**config.mk**
```make
export PLATFORM = sky130hd
export DESIGN_NAME = uart_transmitter
export DESIGN_NICKNAME = d
export VERILOG_FILES = /design/src/rtl/uart_pkg.sv /design/src/rtl/uart_transmitter_piso.sv /design/src/rtl/uart_transmitter.sv
export SDC_FILE = /design/constraint.sdc
export NUM_CORES = 1
export LEC_CHECK = 0
export CORE_AREA = 2 2 72 74
export CTS_BUF_LIST = sky130_fd_sc_hd__clkbuf_16
export CTS_CLUSTER_DIAMETER = 80
export DETAILED_ROUTE_END_ITERATION = 8
export DIE_AREA = 0 0 74 76
export GPL_ROUTABILITY_DRIVEN = 0
export GPL_TIMING_DRIVEN = 0
export PLACE_DENSITY = 0.77
export SLEW_MARGIN = 10
export SYNTH_ARGS = -nofsm -noshare
export SYNTH_HDL_FRONTEND = slang
export SYNTH_SLANG_ARGS = --single-unit
```
**constraint.sdc**
```tcl
create_clock -name clock -period 2.3 [get_ports clock]
set_input_delay 0.575 -clock clock [delete_from_list [all_inputs] [get_ports clock]]
set_output_delay 0.575 -clock clock [all_outputs]
set_load 0.005 [all_outputs]
```
**src/rtl/uart_pkg.sv**
```systemverilog
// ---------------------------------------------------------------------------
// uart_pkg
// Constants and types shared by the inter-board UART transmitter and receiver.
//   MSG_WIDTH     : data bits per frame
//   CLKS_PER_BIT  : clocks each line bit is held (receiver oversampling)
//   START/STOP/IDLE line levels, transmitter FSM state type, and a helper
//   that sizes counters for a given range.
// ---------------------------------------------------------------------------
package uart_pkg;

    localparam int MSG_WIDTH    = 20;
    localparam int CLKS_PER_BIT = 8;

    localparam logic START_BIT  = 1'b1;
    localparam logic STOP_BIT   = 1'b0;
    localparam logic IDLE_LEVEL = 1'b0;

    typedef enum logic [2:0] {
        IDLE  = 3'd0,
        START = 3'd1,
        DATA  = 3'd2,
        STOP  = 3'd3,
        GAP   = 3'd4
    } tx_state_t;

    // Width of a counter that holds 0..range_n-1 (at least one bit).
    function automatic int cnt_width(input int range_n);
        return (range_n > 1) ? $clog2(range_n) : 1;
    endfunction

endpackage

```
**src/rtl/uart_transmitter_piso.sv**
```systemverilog
// ---------------------------------------------------------------------------
// piso_register
// Parallel-load, shift-left register; the serial output is the MSB.
// Counterpart of the receiver's SIPO register.
// Ports:
//   clock      : system clock
//   reset      : synchronous active-high reset (clears contents)
//   i_load     : load i_data (has priority over i_en)
//   i_en       : shift left by one, zero fill
//   i_data     : parallel word
//   o_msb      : current MSB (bit on the line)
//   o_next_msb : bit that becomes the MSB after the next shift
// ---------------------------------------------------------------------------
module piso_register #(
    parameter int WIDTH = 20
) (
    input  logic             clock,
    input  logic             reset,
    input  logic             i_load,
    input  logic             i_en,
    input  logic [WIDTH-1:0] i_data,
    output logic             o_msb,
    output logic             o_next_msb
);

    logic [WIDTH-1:0] r_data;

    // Shift register: load, shift or hold.
    always_ff @(posedge clock) begin
        if (reset) begin
            r_data <= '0;
        end else if (i_load) begin
            r_data <= i_data;
        end else if (i_en) begin
            r_data <= {r_data[WIDTH-2:0], 1'b0};
        end else begin
            r_data <= r_data;
        end
    end

    assign o_msb      = r_data[WIDTH-1];
    assign o_next_msb = r_data[WIDTH-2];

endmodule

```
**src/rtl/uart_transmitter.sv**
```systemverilog
// ---------------------------------------------------------------------------
// uart_transmitter
// Parallel-to-serial UART transmitter feeding the 20-bit link receiver.
// Frame: start (1), MSG_WIDTH data bits MSB first, stop (0), then at least
// IDLE_BITS bit-times of idle-low line. A one-entry holding register accepts
// the next word while a frame is in flight.
// Ports:
//   clock     : system clock
//   reset     : synchronous active-high reset
//   message   : word to transmit, sampled when send && ready
//   send      : message valid
//   ready     : transmitter can accept a word this cycle (= holding reg empty)
//   busy      : frame in progress or holding register occupied
//   serialOut : registered serial line
// ---------------------------------------------------------------------------
module uart_transmitter #(
    parameter int MSG_WIDTH    = uart_pkg::MSG_WIDTH,
    parameter int CLKS_PER_BIT = uart_pkg::CLKS_PER_BIT,
    parameter int IDLE_BITS    = 1
) (
    input  logic                 clock,
    input  logic                 reset,
    input  logic [MSG_WIDTH-1:0] message,
    input  logic                 send,
    output logic                 ready,
    output logic                 busy,
    output logic                 serialOut
);

    import uart_pkg::*;

    localparam int CNT_W    = cnt_width(CLKS_PER_BIT);
    localparam int IDX_W    = cnt_width(MSG_WIDTH);
    localparam int GAP_CLKS = IDLE_BITS * CLKS_PER_BIT;
    localparam int GAP_W    = cnt_width(GAP_CLKS);

    localparam logic [CNT_W-1:0] BIT_LAST = CNT_W'(CLKS_PER_BIT - 1);
    localparam logic [IDX_W-1:0] IDX_LAST = IDX_W'(MSG_WIDTH - 1);
    localparam logic [GAP_W-1:0] GAP_LAST = GAP_W'(GAP_CLKS - 1);

    tx_state_t              r_state;
    tx_state_t              w_state_next;
    logic [CNT_W-1:0]       r_bit_cnt;
    logic [IDX_W-1:0]       r_bit_idx;
    logic [GAP_W-1:0]       r_gap_cnt;
    logic                   r_hold_valid;
    logic [MSG_WIDTH-1:0]   r_hold_data;
    logic                   r_serial_out;

    logic                   w_accept;
    logic                   w_direct_load;
    logic                   w_drain;
    logic                   w_piso_load;
    logic                   w_piso_shift;
    logic [MSG_WIDTH-1:0]   w_piso_data;
    logic                   w_piso_msb;
    logic                   w_piso_next_msb;
    logic                   w_bit_end;
    logic                   w_gap_end;
    logic                   w_line_next;

    assign ready     = !r_hold_valid;
    assign busy      = (r_state != IDLE) || r_hold_valid;
    assign serialOut = r_serial_out;

    assign w_accept  = send && ready;
    assign w_bit_end = (r_bit_cnt == BIT_LAST);
    assign w_gap_end = (r_gap_cnt == GAP_LAST);

    // A pending held word always wins the PISO; otherwise take the input word.
    assign w_piso_data = r_hold_valid ? r_hold_data : message;

    piso_register #(
        .WIDTH (MSG_WIDTH)
    ) u_piso (
        .clock      (clock),
        .reset      (reset),
        .i_load     (w_piso_load),
        .i_en       (w_piso_shift),
        .i_data     (w_piso_data),
        .o_msb      (w_piso_msb),
        .o_next_msb (w_piso_next_msb)
    );

    // FSM state register.
    always_ff @(posedge clock) begin
        if (reset) begin
            r_state <= IDLE;
        end else begin
            r_state <= w_state_next;
        end
    end

    // Next-state, PISO control and next line level.
    always_comb begin
        w_state_next  = r_state;
        w_piso_load   = 1'b0;
        w_piso_shift  = 1'b0;
        w_drain       = 1'b0;
        w_direct_load = 1'b0;
        w_line_next   = IDLE_LEVEL;

        case (r_state)
            IDLE: begin
                if (r_hold_valid) begin
                    w_state_next = START;
                    w_piso_load  = 1'b1;
                    w_drain      = 1'b1;
                end else if (w_accept) begin
                    w_state_next  = START;
                    w_piso_load   = 1'b1;
                    w_direct_load = 1'b1;
                end else begin
                    w_state_next = IDLE;
                end
            end
            START: begin
                if (w_bit_end) begin
                    w_state_next = DATA;
                end else begin
                    w_state_next = START;
                end
            end
            DATA: begin
                if (w_bit_end && (r_bit_idx == IDX_LAST)) begin
                    w_state_next = STOP;
                end else if (w_bit_end) begin
                    w_state_next = DATA;
                    w_piso_shift = 1'b1;
                end else begin
                    w_state_next = DATA;
                end
            end
            STOP: begin
                if (w_bit_end) begin
                    w_state_next = GAP;
                end else begin
                    w_state_next = STOP;
                end
            end
            GAP: begin
                if (w_gap_end && r_hold_valid) begin
                    w_state_next = START;
                    w_piso_load  = 1'b1;
                    w_drain      = 1'b1;
                end else if (w_gap_end) begin
                    w_state_next = IDLE;
                end else begin
                    w_state_next = GAP;
                end
            end
            default: begin
                w_state_next = IDLE;
            end
        endcase

        // serialOut is registered, so it is driven from the state being
        // entered; in DATA a shift this cycle exposes the next MSB.
        case (w_state_next)
            START:   w_line_next = START_BIT;
            DATA:    w_line_next = w_piso_shift ? w_piso_next_msb : w_piso_msb;
            STOP:    w_line_next = STOP_BIT;
            GAP:     w_line_next = IDLE_LEVEL;
            IDLE:    w_line_next = IDLE_LEVEL;
            default: w_line_next = IDLE_LEVEL;
        endcase
    end

    // Bit-time, bit-index and gap counters; all rest at zero outside their state.
    always_ff @(posedge clock) begin
        if (reset) begin
            r_bit_cnt <= '0;
            r_bit_idx <= '0;
            r_gap_cnt <= '0;
        end else begin
            if ((r_state == START) || (r_state == DATA) || (r_state == STOP)) begin
                r_bit_cnt <= w_bit_end ? '0 : (r_bit_cnt + CNT_W'(1));
            end else begin
                r_bit_cnt <= '0;
            end

            if ((r_state == DATA) && w_bit_end) begin
                r_bit_idx <= (r_bit_idx == IDX_LAST) ? '0 : (r_bit_idx + IDX_W'(1));
            end else if (r_state == DATA) begin
                r_bit_idx <= r_bit_idx;
            end else begin
                r_bit_idx <= '0;
            end

            if (r_state == GAP) begin
                r_gap_cnt <= w_gap_end ? '0 : (r_gap_cnt + GAP_W'(1));
            end else begin
                r_gap_cnt <= '0;
            end
        end
    end

    // Holding register: filled by any accepted word that cannot go straight
    // to the PISO, emptied when its word moves to the PISO.
    always_ff @(posedge clock) begin
        if (reset) begin
            r_hold_valid <= 1'b0;
            r_hold_data  <= '0;
        end else if (w_drain) begin
            r_hold_valid <= 1'b0;
            r_hold_data  <= r_hold_data;
        end else if (w_accept && !w_direct_load) begin
            r_hold_valid <= 1'b1;
            r_hold_data  <= message;
        end else begin
            r_hold_valid <= r_hold_valid;
            r_hold_data  <= r_hold_data;
        end
    end

    // Registered line output.
    always_ff @(posedge clock) begin
        if (reset) begin
            r_serial_out <= IDLE_LEVEL;
        end else begin
            r_serial_out <= w_line_next;
        end
    end

endmodule
```
==> impl_summary.md <==
Drt
The routed wire length per instance is approximately 15 um. The ratio of routed vias to standard cells is ~5.9. Wire segments on met3 add up to 269 um in the final route. The highest layer touched by signal routing is met4. After detailed routing, the met2 layer carries 2771 um of wire. Wires add up to approximately 5700 um. The via count of the routed design is between 2,000 and 2,500. The number of nets with antenna violations after detailed routing is 0. In the final routing, the length of wire on met1 measures 2555 um.

The DRC violation count after routing is 0. The length of the first detailed-routing pass in iterations is 4. The detailed router finished its first iteration with between 200 and 250 violations.

Setup path
Of all nets on the critical path, the largest fanout is 10. The register-to-register path setup slack is ~0.33 ns. The arrival time reported for the critical path endpoint is approximately 1.6 ns.

The critical path ends at busy. At the worst endpoint, the required time is 1.73 ns. The class of the most critical setup path is reg -> out. The depth of the worst register-to-register path is 7. The worst register-to-register path begins at r_gap_cnt[0].

The element type at the critical path end is a primary output. The critical path launch point is r_state[0]. The endpoint of the lowest-slack register-to-register path is u_piso.r_data[1]. STA classifies the critical path startpoint as a register.

CTS
Counting the buffers created by CTS gives 5. The clock root buffer is sky130_fd_sc_hd__clkbuf_16. No sink is reached through more buffers than the 2 on the longest clock path. The later pin in the worst-skew pair is clocked with a latency of between 0.2 and 0.3 ns. The number of H-tree branching levels is 2.

The tree built by TritonCTS fans out to 56 sinks. Post-CTS timing repair inserted 0 buffers for setup. The CTS tree is built.

The hold-fix buffer count after cts is 0. Clock-pin slew was measured on the worst setup and hold paths at ~0.070 ns.

STA
For the pin with the worst max-slew slack, the measured transition is ~0.54 ns. The headroom to the max-slew limit is 0.6320. The minimum setup slack in the final design is approximately 0.096 ns. The highest clock frequency the design can meet is 453.7 MHz. The clock arrives with around 0.0038 ns of skew.

The final cycle utilization of the critical path is 0.9583. The number of endpoints with negative hold slack in the final report is 0. For the final routed database, the setup TNS stands at 0 ns. Subtracting the final worst setup slack from the clock period gives 2.204 ns.

Setup repair after global routing left no endpoint under its margin. The max-slew violation count is 0. The tightest hold path in the finished design has a slack of roughly 0.43 ns. Setup violations remaining at the end of the flow were counted as 0.

Finish
The area growth from synthesis to layout is 19.16%. In the layout the commonest cells are sky130_fd_sc_hd__dfxtp_1, sky130_fd_sc_hd__nor2_1, sky130_fd_sc_hd__clkdlybuf4s50_1. The finished cells cover approximately 3200 um^2. The library cell used most frequently in the layout, excluding fill and tap cells, is sky130_fd_sc_hd__dfxtp_1. The number of antenna diodes in the final layout is 0.

For this run, the post-layout net count is between 300 and 400. In the final layout, the share of cells above drive strength 1 is 0.1513. The utilization after layout is 0.6431.

Global route
The initial antenna violation count is 0. The wire length of the first global-routing pass is between 9000 and 10,000 um. After global routing the overflow that remains totals 0.

Entering global routing, the biggest net connects 18 pins. The number of global-route vias before repair is ~2,000. The global routing usage summed across all routing layers is 0.2088.

Yosys
The flip-flop and latch count after synthesis is 56. The post-synth net total is 300. The fraction of the yosys area taken by sequential cells is 0.4228. The most common flop cell mapped by yosys is sky130_fd_sc_hd__dfxtp_1. The number of enable flip-flop cells after synthesis is 0. The number of warnings issued by yosys is 0. The synthesized netlist occupies a cell area of 2651 um^2.

Yosys mapped the design onto 37 distinct sky130hd cell types. After technology mapping, the gate count stands at ~270. After synthesis, the share of flip-flops with an asynchronous set or reset is 0. The mean instance size in the synthesized netlist is between 9 and 10 um^2.

Power and ir drop
The static leakage is around 1.1 nW. In this run the power density over the cells is 689.5 nW/um^2. The worst vdd rail ir drop is between 0.3 and 0.4 mV.

Hold path
The number of cells traversed by the worst hold path is 1. The worst hold path belongs to the class reg -> reg.

Floorplanning
The initial core utilization is 0.5397. The width of the die is ~74 um. The die is about 76 um tall.

The area of the die is about 5600 um^2. The placement row count is 26. The floorplan step defined a core boundary enclosing 4912 um^2. Pin placement for this block handled 26 I/O pins.

Job
The tool flagged a number of max-cap violations equal to 0.

Place
Summed over all nets, the half-perimeter wirelength after detailed placement is about 3800 um. The post-detailed-placement cell area is 2979 um^2. The count of buffers added on input and output ports is 24. Timing analysis after detailed placement gives a worst setup slack of 0.06011 ns.

Outcome
The flow ran to the end, and the final reports show no timing, DRC or antenna violations.
## registers in the layout, summed over array words and instances (netlist names)
signal	count
r_bit_cnt	3
r_bit_idx	5
r_gap_cnt	3
r_hold_data	20
r_hold_valid	1
r_state	3
serialOut	1
u_piso.r_data	20
## where the power goes
part	switching (mW)	leakage (nW)	internal, mW
Sequential	0.0244	0.457	1.02
Combinational	0.145	0.577	0.144
Clock	0.334	0.0798	0.511
Total	0.504	1.11	1.67
## worst max-delay path: stages (launching register included)
cell and delay, ns:
sky130_fd_sc_hd__dfxtp_1 0.31, sky130_fd_sc_hd__buf_6 0.13, sky130_fd_sc_hd__nor2_4 0.13, sky130_fd_sc_hd__clkbuf_4 0.23, sky130_fd_sc_hd__nand3_1 0.09, sky130_fd_sc_hd__clkdlybuf4s50_1 0.44
## how the worst min path moves through the flow
stage / slack, ns / startpoint / to
2_1_floorplan: 0.40 / r_bit_cnt[0] / r_bit_cnt[0]
3_3_place_gp: 0.41 / r_bit_cnt[0] / r_bit_cnt[0]
3_5_place_dp: 0.42 / r_bit_cnt[0] / r_bit_cnt[0]
4_1_cts: 0.43 / r_bit_cnt[0] / r_bit_cnt[0]
5_1_grt: 0.44 / r_bit_cnt[0] / r_bit_cnt[0]
6_report: 0.43 / r_bit_cnt[0] / r_bit_cnt[0]
## per-layer routing
| layer | vias to the layer above | GRT usage |
|---|---|---|
| met5 | - | 0 |
| met4 | 0 | 0.06545 |
| met3 | 7 | 0.04101 |
| met2 | 65 | 0.3286 |
| met1 | 1056 | 0.2867 |
| li1 | 1082 | - |
## stage by stage
stage          cells  total power, mW
3_5_place_dp     366            1.345
2_1_floorplan    272            1.247
6_report         374            2.178
3_3_place_gp     366            1.339
5_1_grt          374            2.269
4_1_cts          374            2.190
## area by class of cell
type	instances	area, um^2
Multi-Input combinational cell	185	1379
Timing Repair Buffer	24	240.2
Buffer	27	147.6
Fill cell	405	1753
Inverter	4	15.01
Clock buffer	5	125.1
Tap cell	70	87.58
Sequential cell	56	1122
Clock inverter	3	42.54
## logic make-up (layout without fill, tap and decap cells)
family	count (synthesis)	in the layout	synth area share
AOI/OAI and AO/OA	75	75	0.2039
adders and majority gates	5	5	0.02360
buffers and inverters	31	63	0.05993
DFF	56	56	0.4228
muxes	42	42	0.1680
and+or+nand+nor	63	63	0.1218
## repair_timing
action,4_1_cts,5_1_grt
endpoints found under the setup margin,1,1
gates cloned,0,0
endpoints found under the hold margin,0,0
gates resized for setup,3,2
## cells in the mapped netlist (all sizes together), types with 4 or more instances
cell type  count  area share
a21oi         22       0.042
a32oi         18       0.059
and2           4      0.0094
buf           14       0.036
clkbuf        13       0.018
dfxtp         56        0.42
ha             5       0.024
inv            4      0.0057
mux2          20       0.085
mux2i         22       0.083
nand2          7      0.0099
nand3          6       0.011
nor2          27       0.038
nor3           5      0.0094
o211ai        19       0.054
No activity file was read; power rests on OpenSTA's default activity.
==> RTL edit 1, RTL diff (same flow settings) <==
Re-encode `tx_state_t` (5 states) as Gray code, 3 bits wide.
--- a/src/rtl/uart_pkg.sv
+++ b/src/rtl/uart_pkg.sv
@@ -16,11 +16,11 @@
     localparam logic IDLE_LEVEL = 1'b0;
 
     typedef enum logic [2:0] {
-        IDLE  = 3'd0,
-        START = 3'd1,
-        DATA  = 3'd2,
-        STOP  = 3'd3,
-        GAP   = 3'd4
+        IDLE  = 3'b000,
+        START = 3'b001,
+        DATA  = 3'b011,
+        STOP  = 3'b010,
+        GAP   = 3'b110
     } tx_state_t;
 
     // Width of a counter that holds 0..range_n-1 (at least one bit).
Check against the original RTL: same outputs for any inputs over 10 cycles, from zero or initial values and one cycle with reset high; not proved beyond that.
==> RTL edit 1 against the original RTL <==
Cell area down 6.5%. Sequential cell count stayed put. Clock power barely moved. Routed wire length decreased by 17%. Worst setup slack better by 0.0028 ns. Total power shrank 3.0%. Area after synthesis shrank 7.3%. Via count shrank 17%. Critical path depth grew 1. Critical endpoint is now u_piso.r_data[15].
==> RTL edit 1: results <==
export IMPL_status="completed"
export IMPL_met2_length_um=2170
export IMPL_cts_repair_resized=0
export IMPL_dp_slack_ns=-0.188
export IMPL_timing_rr_end="u_piso.r_data[15]"
export IMPL_clk_pin_slew_ns=0.07
export IMPL_startpoint="send"
export IMPL_use_met3_pct=2.91
export IMPL_synthMuxAreaShare_pct=18.1
export IMPL_final_layout_size_suffix_gt1_share_pct=10.0
export IMPL_r2r_start="r_gap_cnt[0]"
export IMPL_antenna_found_initial=0
export IMPL_p_comb_share_pct=10.6
export IMPL_grt_use_met2_pct=27.5
export IMPL_internal_power_mw=1.65
export IMPL_grtUsageTotal_pct=17.6
export IMPL_crit_type="input port to flop"
export IMPL_wl_met1_um=2250
export IMPL_holdCritStartpoint="r_gap_cnt[0]"
export IMPL_hold_slack_ns=0.422
export IMPL_yosys_area_share_adder_pct=2.55
export IMPL_syn_nets=265
export IMPL_synth_xor_area_share_pct=0.356
export IMPL_grt_use_met1_pct=24.3
export IMPL_synthTopCellsByCount="56 x dfxtp_1, 45 x nor2_1, 41 x mux2i_1"
export IMPL_vias_per_cell=5.42
export IMPL_min_to="r_gap_cnt[0]"
export IMPL_peakVddDrop_mv=0.413
export IMPL_r2r_worst_path_cells=7
export IMPL_pwr_share_seq_pct=49.4
export IMPL_critPathMaxStageDelay_ns=0.49
export IMPL_swShare_pct=21.8
export IMPL_synth_compound_area_share_pct=12.6
export IMPL_synth_distinct_cells=36
export IMPL_dp_hpwl_um=3170
export IMPL_nets=296
export IMPL_synth_ff_type="dfxtp_1"
export IMPL_worst_path_max_delay_cell="o311ai_4"
export IMPL_met3WireLength_um=206
export IMPL_p_leak_nw=1.12
export IMPL_drt_iter0_drc=125
export IMPL_ff2ff_setup_slack_ns=0.14
export IMPL_clock_fmax_ghz=0.454
export IMPL_grt_pass1_vias=1742
export IMPL_skew_ns=0.00513
export IMPL_netlist_top_cells_area="dfxtp_1 46%, mux2i_1 17%, a221o_1 7.3%"
export IMPL_wl_um=4700
export IMPL_grt_pass1_wl_um=7910
export IMPL_slew_headroom_pct=52.6
export IMPL_arrival_ns=2.38
export IMPL_synth_seq_area_share_pct=45.6
-- RTL edit 1: cell types whose count changed in the layout (fill, tap and decap cells not counted), sizes merged, moves of 17 or more --
cell,unedited run,this run
a32oi,18,0
mux2,20,3
nor2,27,46
o211ai,19,0
mux2i,22,41
a221o,0,18
-- RTL edit 1: cell type report --
cell class / instances / area (sq um)
plain buffers: 15 / 98.8
clock buffers: 5 / 125
clock inverters: 3 / 42.5
fillers: 433 / 1960
inverters: 4 / 15.0
multi-input cells: 162 / 1220
flip-flops and latches: 56 / 1120
well taps: 70 / 87.6
repair buffers: 24 / 240
-- RTL edit 1: metrics by stage --
| stage | cell area, sq um | setup TNS, ns | std cells |
|---|---|---|---|
| 4_1_cts | 2950 | 0 | 339 |
| 3_3_place_gp | 2790 | -1.69 | 331 |
| 5_1_grt | 2950 | 0 | 339 |
| 2_1_floorplan | 2460 | 0 | 237 |
| 3_5_place_dp | 2790 | -1.88 | 331 |
| 6_report | 2950 | 0 | 339 |
==> RTL edit 2, RTL diff (same flow settings) <==
Without the edit above. `CLKS_PER_BIT`: 8 -> 12.
--- a/src/rtl/uart_pkg.sv
+++ b/src/rtl/uart_pkg.sv
@@ -9,7 +9,7 @@
 package uart_pkg;
 
     localparam int MSG_WIDTH    = 20;
-    localparam int CLKS_PER_BIT = 8;
+    localparam int CLKS_PER_BIT = 12;
 
     localparam logic START_BIT  = 1'b1;
     localparam logic STOP_BIT   = 1'b0;
Check against the original RTL: not equivalent (Yosys sat finds a counterexample within 10 cycles, from zero or initial values and one cycle with reset high).
==> RTL edit 2 against the original RTL <==
Maximum frequency increased by 11%. Worst setup slack better by 0.22 ns. Area after synthesis fell by 0.38%. Routed wire length decreased by 13%. Sequential cell count rose by 2. Total power up 13%. Cell area rose by 2.1%.
==> RTL edit 2: results <==
export IMPL_synthTopCellsByCount="58 x dfxtp_1, 40 x mux2i_1, 36 x nor2_1"
export IMPL_dpl_cell_area_sq_mm=0.00297
export IMPL_grt_use_met1_pct=25.0
export IMPL_ff2ff_setup_slack_ns=0.53
export IMPL_synth_distinct_cells=39
export IMPL_critPathMaxStageDelay_ns=0.35
export IMPL_met2_length_um=2310
export IMPL_holdCritStartpoint="r_gap_cnt[0]"
export IMPL_clk_latency_ns=0.32
export IMPL_synth_xor_area_share_pct=1.99
export IMPL_period_minus_slack_ns=1.99
export IMPL_synth_seq_area_share_pct=44.0
export IMPL_synth_compound_area_share_pct=11.3
export IMPL_grt_max_degree=11
export IMPL_status="completed"
export IMPL_worst_path_max_delay_cell="dfxtp_2"
export IMPL_routedWlPerCell_um=13.0
export IMPL_netlist_top_cells_area="dfxtp_1 44%, mux2i_1 15%, mux2_2 8.1%"
export IMPL_dp_hpwl_um=3430
export IMPL_tightest_slew_ns=0.470
export IMPL_worstPathMaxFanout=7
export IMPL_syn_area_per_cell_sq_um=9.71
export IMPL_hold_slack_ns=0.445
export IMPL_critPathTopFamily="simple AND/OR/NAND/NOR gates"
export IMPL_p_leak_nw=1.37
export IMPL_startpoint="r_state[1]"
export IMPL_arrival_ns=1.41
export IMPL_yosys_area_share_adder_pct=1.42
export IMPL_wl_met1_um=2350
export IMPL_timing_rr_end="serialOut"
export IMPL_drt_iter0_drc=82
RTL edit 2: what timing repair did:
action / 4_1_cts / 5_1_grt
endpoints found under the setup margin: 1 / 1
hold buffers: 0 / 0
resized for setup: 5 / 1
pin swaps: 0 / 0
gates cloned: 0 / 0
RTL edit 2: cell type report:
class / count / area [sq um]
clock inverters: 6 / 26.3
inverters: 6 / 22.5
fillers: 415 / 1690
clock buffers: 9 / 225
plain buffers: 16 / 100
repair buffers: 24 / 243
well taps: 70 / 87.6
flip-flops and latches: 58 / 1160
multi-input cells: 190 / 1360
RTL edit 2: report_power, final:
group | total, mW | switching, mW | internal (mW)
clock | 1.11 | 0.409 | 0.701
combinational | 0.253 | 0.119 | 0.135
sequential | 1.10 | 0.0325 | 1.07
RTL edit 2: worst min-delay path by stage:
stage                         endpoint
after floorplan           r_bit_cnt[0]
after global placement    r_bit_cnt[0]
after detailed placement  r_gap_cnt[0]
after CTS                 r_gap_cnt[0]
after global routing      r_gap_cnt[0]
final                     r_gap_cnt[0]
